--- src/rtl/fetch_pkg.sv ---
// Shared constants and types for the instruction-fetch stage.
package fetch_pkg;

   localparam int XLEN_DEF      = 32;
   localparam int PC_INC        = 4;
   localparam int PC_BRANCH_OFF = 8;

   typedef enum logic {
      FETCH = 1'b0,
      FLUSH = 1'b1
   } fetch_state_t;

endpackage

--- src/rtl/fetch_unit_branch_target_calc.sv ---
// Combinational PC+8 and word-aligned branch target (PC + 8 + ExtImm).
// Zero latency, no flow control.
module branch_target_calc
   import fetch_pkg::*;
#(
   parameter int XLEN = XLEN_DEF
) (
   input  logic [XLEN-1:0] pc,
   input  logic [XLEN-1:0] ext_imm,
   output logic [XLEN-1:0] pc_plus8,
   output logic [XLEN-1:0] target
);

   localparam logic [XLEN-1:0] ALIGN_MASK = ~(XLEN'(3));

   logic [XLEN-1:0] raw_target;

   always_comb begin
      pc_plus8   = pc + XLEN'(PC_BRANCH_OFF);
      raw_target = pc_plus8 + ext_imm;
      target     = raw_target & ALIGN_MASK;
   end

endmodule

--- src/rtl/fetch_unit.sv ---
// Fetch stage: one instruction per cycle when unstalled; a taken branch costs two bubbles.
// Downstream stall holds the current instruction and suppresses new memory requests.
module fetch_unit
   import fetch_pkg::*;
#(
   parameter int              XLEN     = XLEN_DEF,
   parameter logic [XLEN-1:0] RESET_PC = '0
) (
   input  logic            clk,
   input  logic            reset,
   output logic            imem_req,
   output logic [XLEN-1:0] imem_addr,
   input  logic            imem_ready,
   input  logic [XLEN-1:0] imem_rdata,
   input  logic            stall,
   input  logic            branch_taken,
   input  logic [XLEN-1:0] ExtImm,
   output logic [XLEN-1:0] Instr,
   output logic            instr_valid,
   output logic [XLEN-1:0] PC,
   output logic [XLEN-1:0] PCPlus8
);

   fetch_state_t    state_q, state_d;
   logic [XLEN-1:0] fetch_pc_q, fetch_pc_d;
   logic [XLEN-1:0] instr_q, instr_d;
   logic [XLEN-1:0] pc_q, pc_d;
   logic            instr_valid_q, instr_valid_d;

   logic            slot_free;
   logic            capture;
   logic            redirect;
   logic [XLEN-1:0] branch_target;

   branch_target_calc #(.XLEN(XLEN)) u_btc (
      .pc       (pc_q),
      .ext_imm  (ExtImm),
      .pc_plus8 (PCPlus8),
      .target   (branch_target)
   );

   always_comb begin
      slot_free = !instr_valid_q || !stall;
      imem_req  = (state_q == FETCH) && slot_free && !reset;
      imem_addr = fetch_pc_q;
      capture   = imem_req && imem_ready;
      redirect  = branch_taken && instr_valid_q;

      state_d       = state_q;
      fetch_pc_d    = fetch_pc_q;
      instr_d       = instr_q;
      pc_d          = pc_q;
      instr_valid_d = instr_valid_q;

      // Branch wins over stall and capture; any same-cycle memory data is dropped.
      if (redirect) begin
         fetch_pc_d    = branch_target;
         instr_valid_d = 1'b0;
         state_d       = FLUSH;
      end else if (state_q == FLUSH) begin
         state_d = FETCH;
      end else if (capture) begin
         instr_d       = imem_rdata;
         pc_d          = fetch_pc_q;
         instr_valid_d = 1'b1;
         fetch_pc_d    = fetch_pc_q + XLEN'(PC_INC);
      end else if (instr_valid_q && !stall) begin
         instr_valid_d = 1'b0;
      end
   end

   always_ff @(posedge clk) begin
      if (reset) begin
         state_q       <= FETCH;
         fetch_pc_q    <= RESET_PC;
         instr_q       <= '0;
         pc_q          <= '0;
         instr_valid_q <= 1'b0;
      end else begin
         state_q       <= state_d;
         fetch_pc_q    <= fetch_pc_d;
         instr_q       <= instr_d;
         pc_q          <= pc_d;
         instr_valid_q <= instr_valid_d;
      end
   end

   assign Instr       = instr_q;
   assign PC          = pc_q;
   assign instr_valid = instr_valid_q;

endmodule

--- config.mk ---
export PLATFORM = sky130hd
export DESIGN_NAME = fetch_unit
export DESIGN_NICKNAME = d
export VERILOG_FILES = /design/src/rtl/fetch_pkg.sv /design/src/rtl/fetch_unit_branch_target_calc.sv /design/src/rtl/fetch_unit.sv
export SDC_FILE = /design/constraint.sdc
export NUM_CORES = 1
export LEC_CHECK = 0
export ABC_AREA = 1
export BUFFER_PORTS_ARGS = -buffer_cell sky130_fd_sc_hd__buf_2
export CORE_UTILIZATION = 53
export CTS_CLUSTER_DIAMETER = 40
export CTS_CLUSTER_SIZE = 30
export DETAILED_ROUTE_END_ITERATION = 8
export PLACE_DENSITY = 0.79
export SYNTH_ARGS = -nofsm -noshare
export SYNTH_HDL_FRONTEND = slang
export SYNTH_SLANG_ARGS = --single-unit
--- constraint.sdc ---
create_clock -name clk -period 3.5 [get_ports clk]
set_input_delay 0.35 -clock clk [delete_from_list [all_inputs] [get_ports clk]]
set_output_delay 0.35 -clock clk [all_outputs]
set_load 0.01 [all_outputs]
==> results.cfg, run 1 <==
[outcome]
status = completed

[synth]
ys_seq_elements = 94
mappedNetlistArea_sq_um = 6790
ys_warn_count = 0
async_reset_ff_share_pct = 0
synth_ff_type = dfxtp_1
synth.avg_cell_area_sq_um = 6.44
yosysSeqAreaShare_pct = 27.7
synth_top_area_cell = dfxtp_1
yosys.cell_types.count = 49
synth_top_area_share_pct = 27.7
synth_area_leaders = dfxtp_1 28%, nand2_1 12%, nor2_1 9.0%
synth_cells = 1054
synth-edff-count = 0

[final_layout]
instances_no_fill = 1417
syn_to_final_growth_pct = 23.2
fin_nets = 1349
diodes = 0
seq_area_sq_um = 1890
multi_input_area_sq_um = 4420
drive_gt1_share_pct = 23.5
num-fill-cells = 1156
design_area_sq_um = 8370

[clock_network]
hold_buffers = 0
cts_buffers = 9
clockBufferDepth = 2
htree_num_levels = 3
cts_tree = yes
cts.sinks = 94
root_buffer = clkbuf_16
path_clk_slew_ns = 0.07
clk_latency_ns = 0.34

[power_and_ir_drop]
p_clk_share_pct = 32.8
power.sequential.fraction_pct = 41.2
p_leak_nw = 4.26
pwr-share-comb_pct = 26.0
peakVddDrop_mv = 0.351
internal_power_mw = 1.99
p_per_area_nw_per_um2 = 358
p_switching_uw = 1000
swShare_pct = 33.4

[worst_setup_path]
critPathMaxStageDelay_ns = 0.37
startpoint_type = flip-flop
critPathMaxFanout = 5
cp-end-kind = flip-flop
path_class = flip-flop to flip-flop
crit_chain = ha_1 > nand2_1 > nor2_2 > nand2_1 > nor2_2 > inv_2 > nor3_4 > nand4_1 > xnor2_2 > ha_4 > a21o_1 > or2_2 > a21oi_1 > nand3_1 > nand2_1 > nand3_1 > nand2_1 > a21oi_1
slowest_stage = dfxtp_2
cp.arrival_ns = 3.47
worst_path_most_repeated_cell = nand2_1
required_ns = 3.72

[timing]
setup_ws_ns = 0.250
slew_viol_final = 0
fin_crit_sh_pct = 92.9
hold_viol = 0
slew_headroom_pct = 49.1
timing.fmax_ghz = 0.308
setup-tns-final_ns = 0
period_needed_ns = 3.25
finalSetupViolations = 0
worst_pin_slew_ns = 0.764
fin_skew_ns = 0.00786
rsz0062_at_grt = true

[global_routing]
grt_max_degree = 84
antenna_found_initial = 0
grtUsageMet1_pct = 43.6
met3_usage_pct = 3.85
overflow = 0
grt_usage_pct = 32.3
grt_pass1_wl_microns = 33300
met2_usage_pct = 54.1
top_usage_layer = met2
grt_pass1_vias = 6814

[placement]
dpl.hpwl_microns = 16500
place.gp.congestion = 0.939
numPortBuffers = 190
dp_worst_setup_slack_ns = 0.162
placed_cells = 1401
placed_cell_area_sq_um = 7960

[routing]
dr_total_vias = 7653
routedWlPerCell_microns = 15.0
drtIter0Drc = 569
finalWirelength_microns = 21200
drt.antenna.violating_nets = 0
vias_per_cell = 5.40
drc_errors = 0
drtPass1Iterations = 5

[floorplan]
rows = 40
die_area_sq_um = 13300
initial_core_util_pct = 55.4
core_region_area_sq_um = 12300
ios = 199
die_height_microns = 115
die_x_microns = 115

[job]
maxCapViolations = 0

[min_path]
hold_path_class = input pin to flip-flop
==> metal layers <==
metal,share of wire [%],wire length (microns),up-vias
li1,-,-,3823
met1,45,9490,3478
met2,46,9800,327
met3,7.6,1620,25
met4,1.5,318,0
met5,0,0,-
==> kinds of logic (layout without fill, tap and decap cells) <==
family                     count (synthesis)  after routing  synth area share (%)
AOI/OAI and AO/OA                        227            227                  17.7
and+or+nand+nor                          500            500                  32.8
other                                      1              6                0.0552
DFF                                       94             94                  27.7
adders and majority gates                 36             36                  6.75
buffers and inverters                    150            340                  8.96
xor gates and xnor gates                  46             46                  5.93
==> what timing repair did <==
| item | in CTS | in global routing |
|---|---|---|
| setup buffers | 0 | 0 |
| endpoints found under the hold margin | 0 | 0 |
| gates resized for setup | 0 | 27 |
| endpoints found under the setup margin | 0 | 13 |
==> path summary, 6_finish.rpt <==
check / to / cells past startpoint / from / slack, ns
worst max-delay path: imem_addr[28] / 18 / PC[4] / 0.25
worst min-delay path: Instr[14] / 3 / imem_rdata[14] / 0.25
worst max register to register: imem_addr[28] / 18 / PC[4] / 0.25
worst min register to register: PC[15] / 2 / PC[15] / 0.47
==> layout make-up <==
| type | count | share of cell area, % |
|---|---|---|
| clock inverter | 7 | 0.897 |
| timing repair buffer | 213 | 13.4 |
| tap | 168 | 2.51 |
| inverter | 111 | 5.04 |
| multi-input combinational | 815 | 52.9 |
| clock buffer | 9 | 2.69 |
| sequential | 94 | 22.6 |
==> synthesized netlist by cell type (5+ instances only) <==
cell type	count
nand4_1	14
a21oi_1	79
o21bai_1	6
nand2_1	210
nor3_2	7
nor2_1	163
nor3_1	15
nand2_2	5
buf_2	8
nor2_4	5
ha_1	35
inv_1	104
o21ai_0	118
nor2_2	6
nand3_1	51
dfxtp_1	94
buf_4	8
a31oi_1	7
xnor2_1	14
xor2_1	32
clkbuf_1	22
==> registers in the layout, indices dropped and copies added, names as in the netlist <==
register,count
Instr,32
PC,30
imem_addr,30
instr_valid,1
state_q,1
==> critical path: cells and delay by family, from the launching register on <==
| family | cells | cell delay [ns] |
|---|---|---|
| AO/OA/AOI/OAI | 3 | 0.43 |
| AND/OR/NAND/NOR | 11 | 1.49 |
| XOR/XNOR | 1 | 0.28 |
| flip-flops | 1 | 0.37 |
| buffers and inverters | 1 | 0.11 |
| adder cells (fa/ha/maj) | 2 | 0.45 |
==> cell usage in the layout, fill, tap and decap left out, types with 6 or more instances in the layout <==
cell       synthesis  layout
a21oi_1           79      76
a31oi_1            7       6
buf_2              8     190
buf_4              8      23
clkbuf_16          0       9
conb_1             1       6
dfxtp_1           94      90
ha_1              35      30
inv_1            104     101
inv_2              4       7
nand2_1          210     208
nand2_2            5       7
nand3_1           51      51
nand4_1           14      14
nor2_1           163     162
nor2_2             6       6
nor2_4             5       6
nor3_1            15      11
nor3_2             7       8
o21ai_0          118     117
o21bai_1           6       6
xnor2_1           14      12
xor2_1            32      32
==> power groups by stage <==
stage | clock, mW | sequential (mW) | combinational, mW
2_1_floorplan | 0 | 1.27 | 0.448
3_3_place_gp | 0 | 1.25 | 0.747
3_5_place_dp | 0 | 1.25 | 0.755
4_1_cts | 0.979 | 1.23 | 0.761
5_1_grt | 1.03 | 1.24 | 0.868
6_report | 0.982 | 1.23 | 0.778
==> per-stage QoR <==
step	utilization (%)	hold slack [ns]	power [mW]
5_1_grt	68.2	0.263	3.14
3_3_place_gp	64.9	0.455	2.00
6_report	68.2	0.254	2.99
4_1_cts	67.3	0.248	2.97
2_1_floorplan	-	0.428	1.72
3_5_place_dp	64.9	0.463	2.01
Power figures use the tool's default switching activity.
==> run 2, diff against run 1 <==
CORE_MARGIN = 5   (was unset)
CORE_UTILIZATION = 45   (was 53)
CTS_BUF_LIST = sky130_fd_sc_hd__clkbuf_8   (was unset)
PLACE_DENSITY = 0.68   (was 0.79)
==> run 2 against run 1 <==
Net effect: final area is 0.72% lower; register-to-register slack better by 0.03 ns; non-clock buffer count is 1 higher; clock power is 11% lower; die area is 33% higher; sequential share of layout area is 0.18 points higher; critical path depth is 2 higher; total power is 3.8% lower; sequential cell count stayed put; via count is 1.9% lower; routed wire length is 5.2% higher; sequential power hardly changed; critical endpoint is now imem_addr[30]; highest routed layer unchanged.
==> results.cfg, run 2 (synthesis results as in run 1) <==
[worst_setup_path]
cp.arrival_ns = 3.49
slowest_stage = dfxtp_2
cp-end-kind = flip-flop
worst_path_most_repeated_cell = nand2_1
startpoint_type = flip-flop
crit_chain = ha_1 > nand2_1 > nor2_2 > nand2_1 > nor2_2 > inv_1 > nor3_2 > nand2_1 > xnor2_1 > ha_1 > a21oi_1 > o21ai_0 > nand2_1 > nand3_1 > a21oi_2 > nand3_1 > nand3_1 > nand3_1 > nand2_1 > inv_1
r2r_slack_ns = 0.28
path_class = flip-flop to flip-flop
critPathLaunch = PC[4]
reg2reg_depth = 20
path_buf_inv = 2
crit_cells = 20
cp-endpoint = imem_addr[30]
critPathMaxStageDelay_ns = 0.37
crit_family = simple AND/OR/NAND/NOR gates
critPathMaxFanout = 4
required_ns = 3.77
r2r_start = PC[4]
reg2reg_to = imem_addr[30]

[placement]
placed_cells = 1417
place.gp.congestion = 0.930
dp_worst_setup_slack_ns = 0.104
dpl.hpwl_microns = 17600
numPortBuffers = 190

[clock_network]
cts_tree = yes
clk_latency_ns = 0.37
cts.sinks = 94
clockBufferDepth = 2
path_clk_slew_ns = 0.10
root_buffer = clkbuf_8
hold_buffers = 0
htree_num_levels = 3
cts_buffers = 9

[final_layout]
fin_nets = 1350
utilization_pct = 56.7
final_cell_mix = 209 x nand2_1, 190 x buf_2, 161 x nor2_1
instances_no_fill = 1434
largest_reg_flops = 32
layout_commonest_cell = nand2_1
num-fill-cells = 1529
syn_to_final_growth_pct = 22.4
diodes = 0
drive_gt1_share_pct = 23.2

[timing]
hold_viol = 0
setup_ws_ns = 0.284
fin_crit_sh_pct = 91.9
fin_skew_ns = 0.00901
slew_headroom_pct = 53.2
holdWs_ns = 0.220
slew_viol_final = 0
worst_pin_slew_ns = 0.702
timing.fmax_ghz = 0.311
period_needed_ns = 3.22
setup-tns-final_ns = 0
finalSetupViolations = 0

[global_routing]
grt_max_degree = 84
antenna_found_initial = 0
overflow = 0
grt_pass1_wl_microns = 35900
grt_pass1_vias = 7102
grt_usage_pct = 24.8

[routing]
routedWlPerCell_microns = 15.6
drt.antenna.violating_nets = 0
dr_total_vias = 7511
drtPass1Iterations = 5
drtIter0Drc = 616
drc_errors = 0
finalWirelength_microns = 22300
vias_per_cell = 5.24

[power_and_ir_drop]
peakVddDrop_mv = 0.269
power.sequential.fraction_pct = 42.8
p_per_area_nw_per_um2 = 347
p_clk_share_pct = 30.2
p_leak_nw = 4.20
p_switching_uw = 963
pwr-share-comb_pct = 27.0
internal_power_mw = 1.92
swShare_pct = 33.4

[floorplan]
die_x_microns = 133
die_area_sq_um = 17600
initial_core_util_pct = 46.4
rows = 44
ios = 199
core_region_area_sq_um = 14600
die_height_microns = 133

[outcome]
status = completed

[job]
maxCapViolations = 0

[min_path]
hold_path_class = input pin to flip-flop
==> run 2: power groups by stage <==
stage | Combinational, mW | Clock [mW] | Sequential (mW)
floorplan | 0.448 | 0 | 1.27
global placement | 0.758 | 0 | 1.25
detailed placement | 0.761 | 0 | 1.25
CTS | 0.764 | 0.894 | 1.23
global route | 0.874 | 0.933 | 1.25
finish | 0.778 | 0.870 | 1.23
==> run 2: how the worst min path moves through the flow <==
stage | from | endpoint | cells after the start
6_report | imem_rdata[20] | Instr[20] | 3
5_1_grt | imem_rdata[13] | Instr[13] | 3
4_1_cts | imem_rdata[20] | Instr[20] | 3
2_1_floorplan | reset | imem_addr[4] | 1
3_5_place_dp | Instr[17] | Instr[17] | 2
3_3_place_gp | Instr[9] | Instr[9] | 2
==> run 2: stage by stage <==
step / total power [mW] / instance area, sq um
final: 2.88 / 8310
after global routing: 3.05 / 8310
after CTS: 2.89 / 8220
after detailed placement: 2.01 / 7980
after global placement: 2.01 / 7980
after floorplan: 1.72 / 6810
==> run 2: worst register-to-register path, cell delays in order, from the launching register on <==
cell and delay, ns:
dfxtp_2 0.37, ha_1 0.18, nand2_1 0.07, nor2_2 0.11, nand2_1 0.09, nor2_2 0.14, inv_1 0.12, nor3_2 0.20
nand2_1 0.10, xnor2_1 0.28, ha_1 0.30, a21oi_1 0.19, o21ai_0 0.18, nand2_1 0.10, nand3_1 0.09, a21oi_2 0.13
nand3_1 0.08, nand3_1 0.16, nand3_1 0.11, nand2_1 0.08, inv_1 0.03
==> run 2: per-layer routing <==
layer	GRT usage (%)	wire length, microns
met5	0	0
met4	7.22	316
met3	4.56	1710
met2	41.2	10400
met1	32.9	9860
==> run 2: area by class of cell <==
type                    count  area [sq um]  share of cell area (%)
multi-input cells         815          4390                    52.9
flip-flops and latches     94          1890                    22.7
repair buffers            214          1130                    13.6
inverters                 111           422                    5.08
well taps                 184           230                    2.77
clock buffers               9           124                    1.49
clock inverters             7           120                    1.45
==> run 2: timing repair <==
item / CTS / global route
endpoints found under the setup margin: 0 / 8
resized for setup: 0 / 18
buffers inserted: 0 / 1
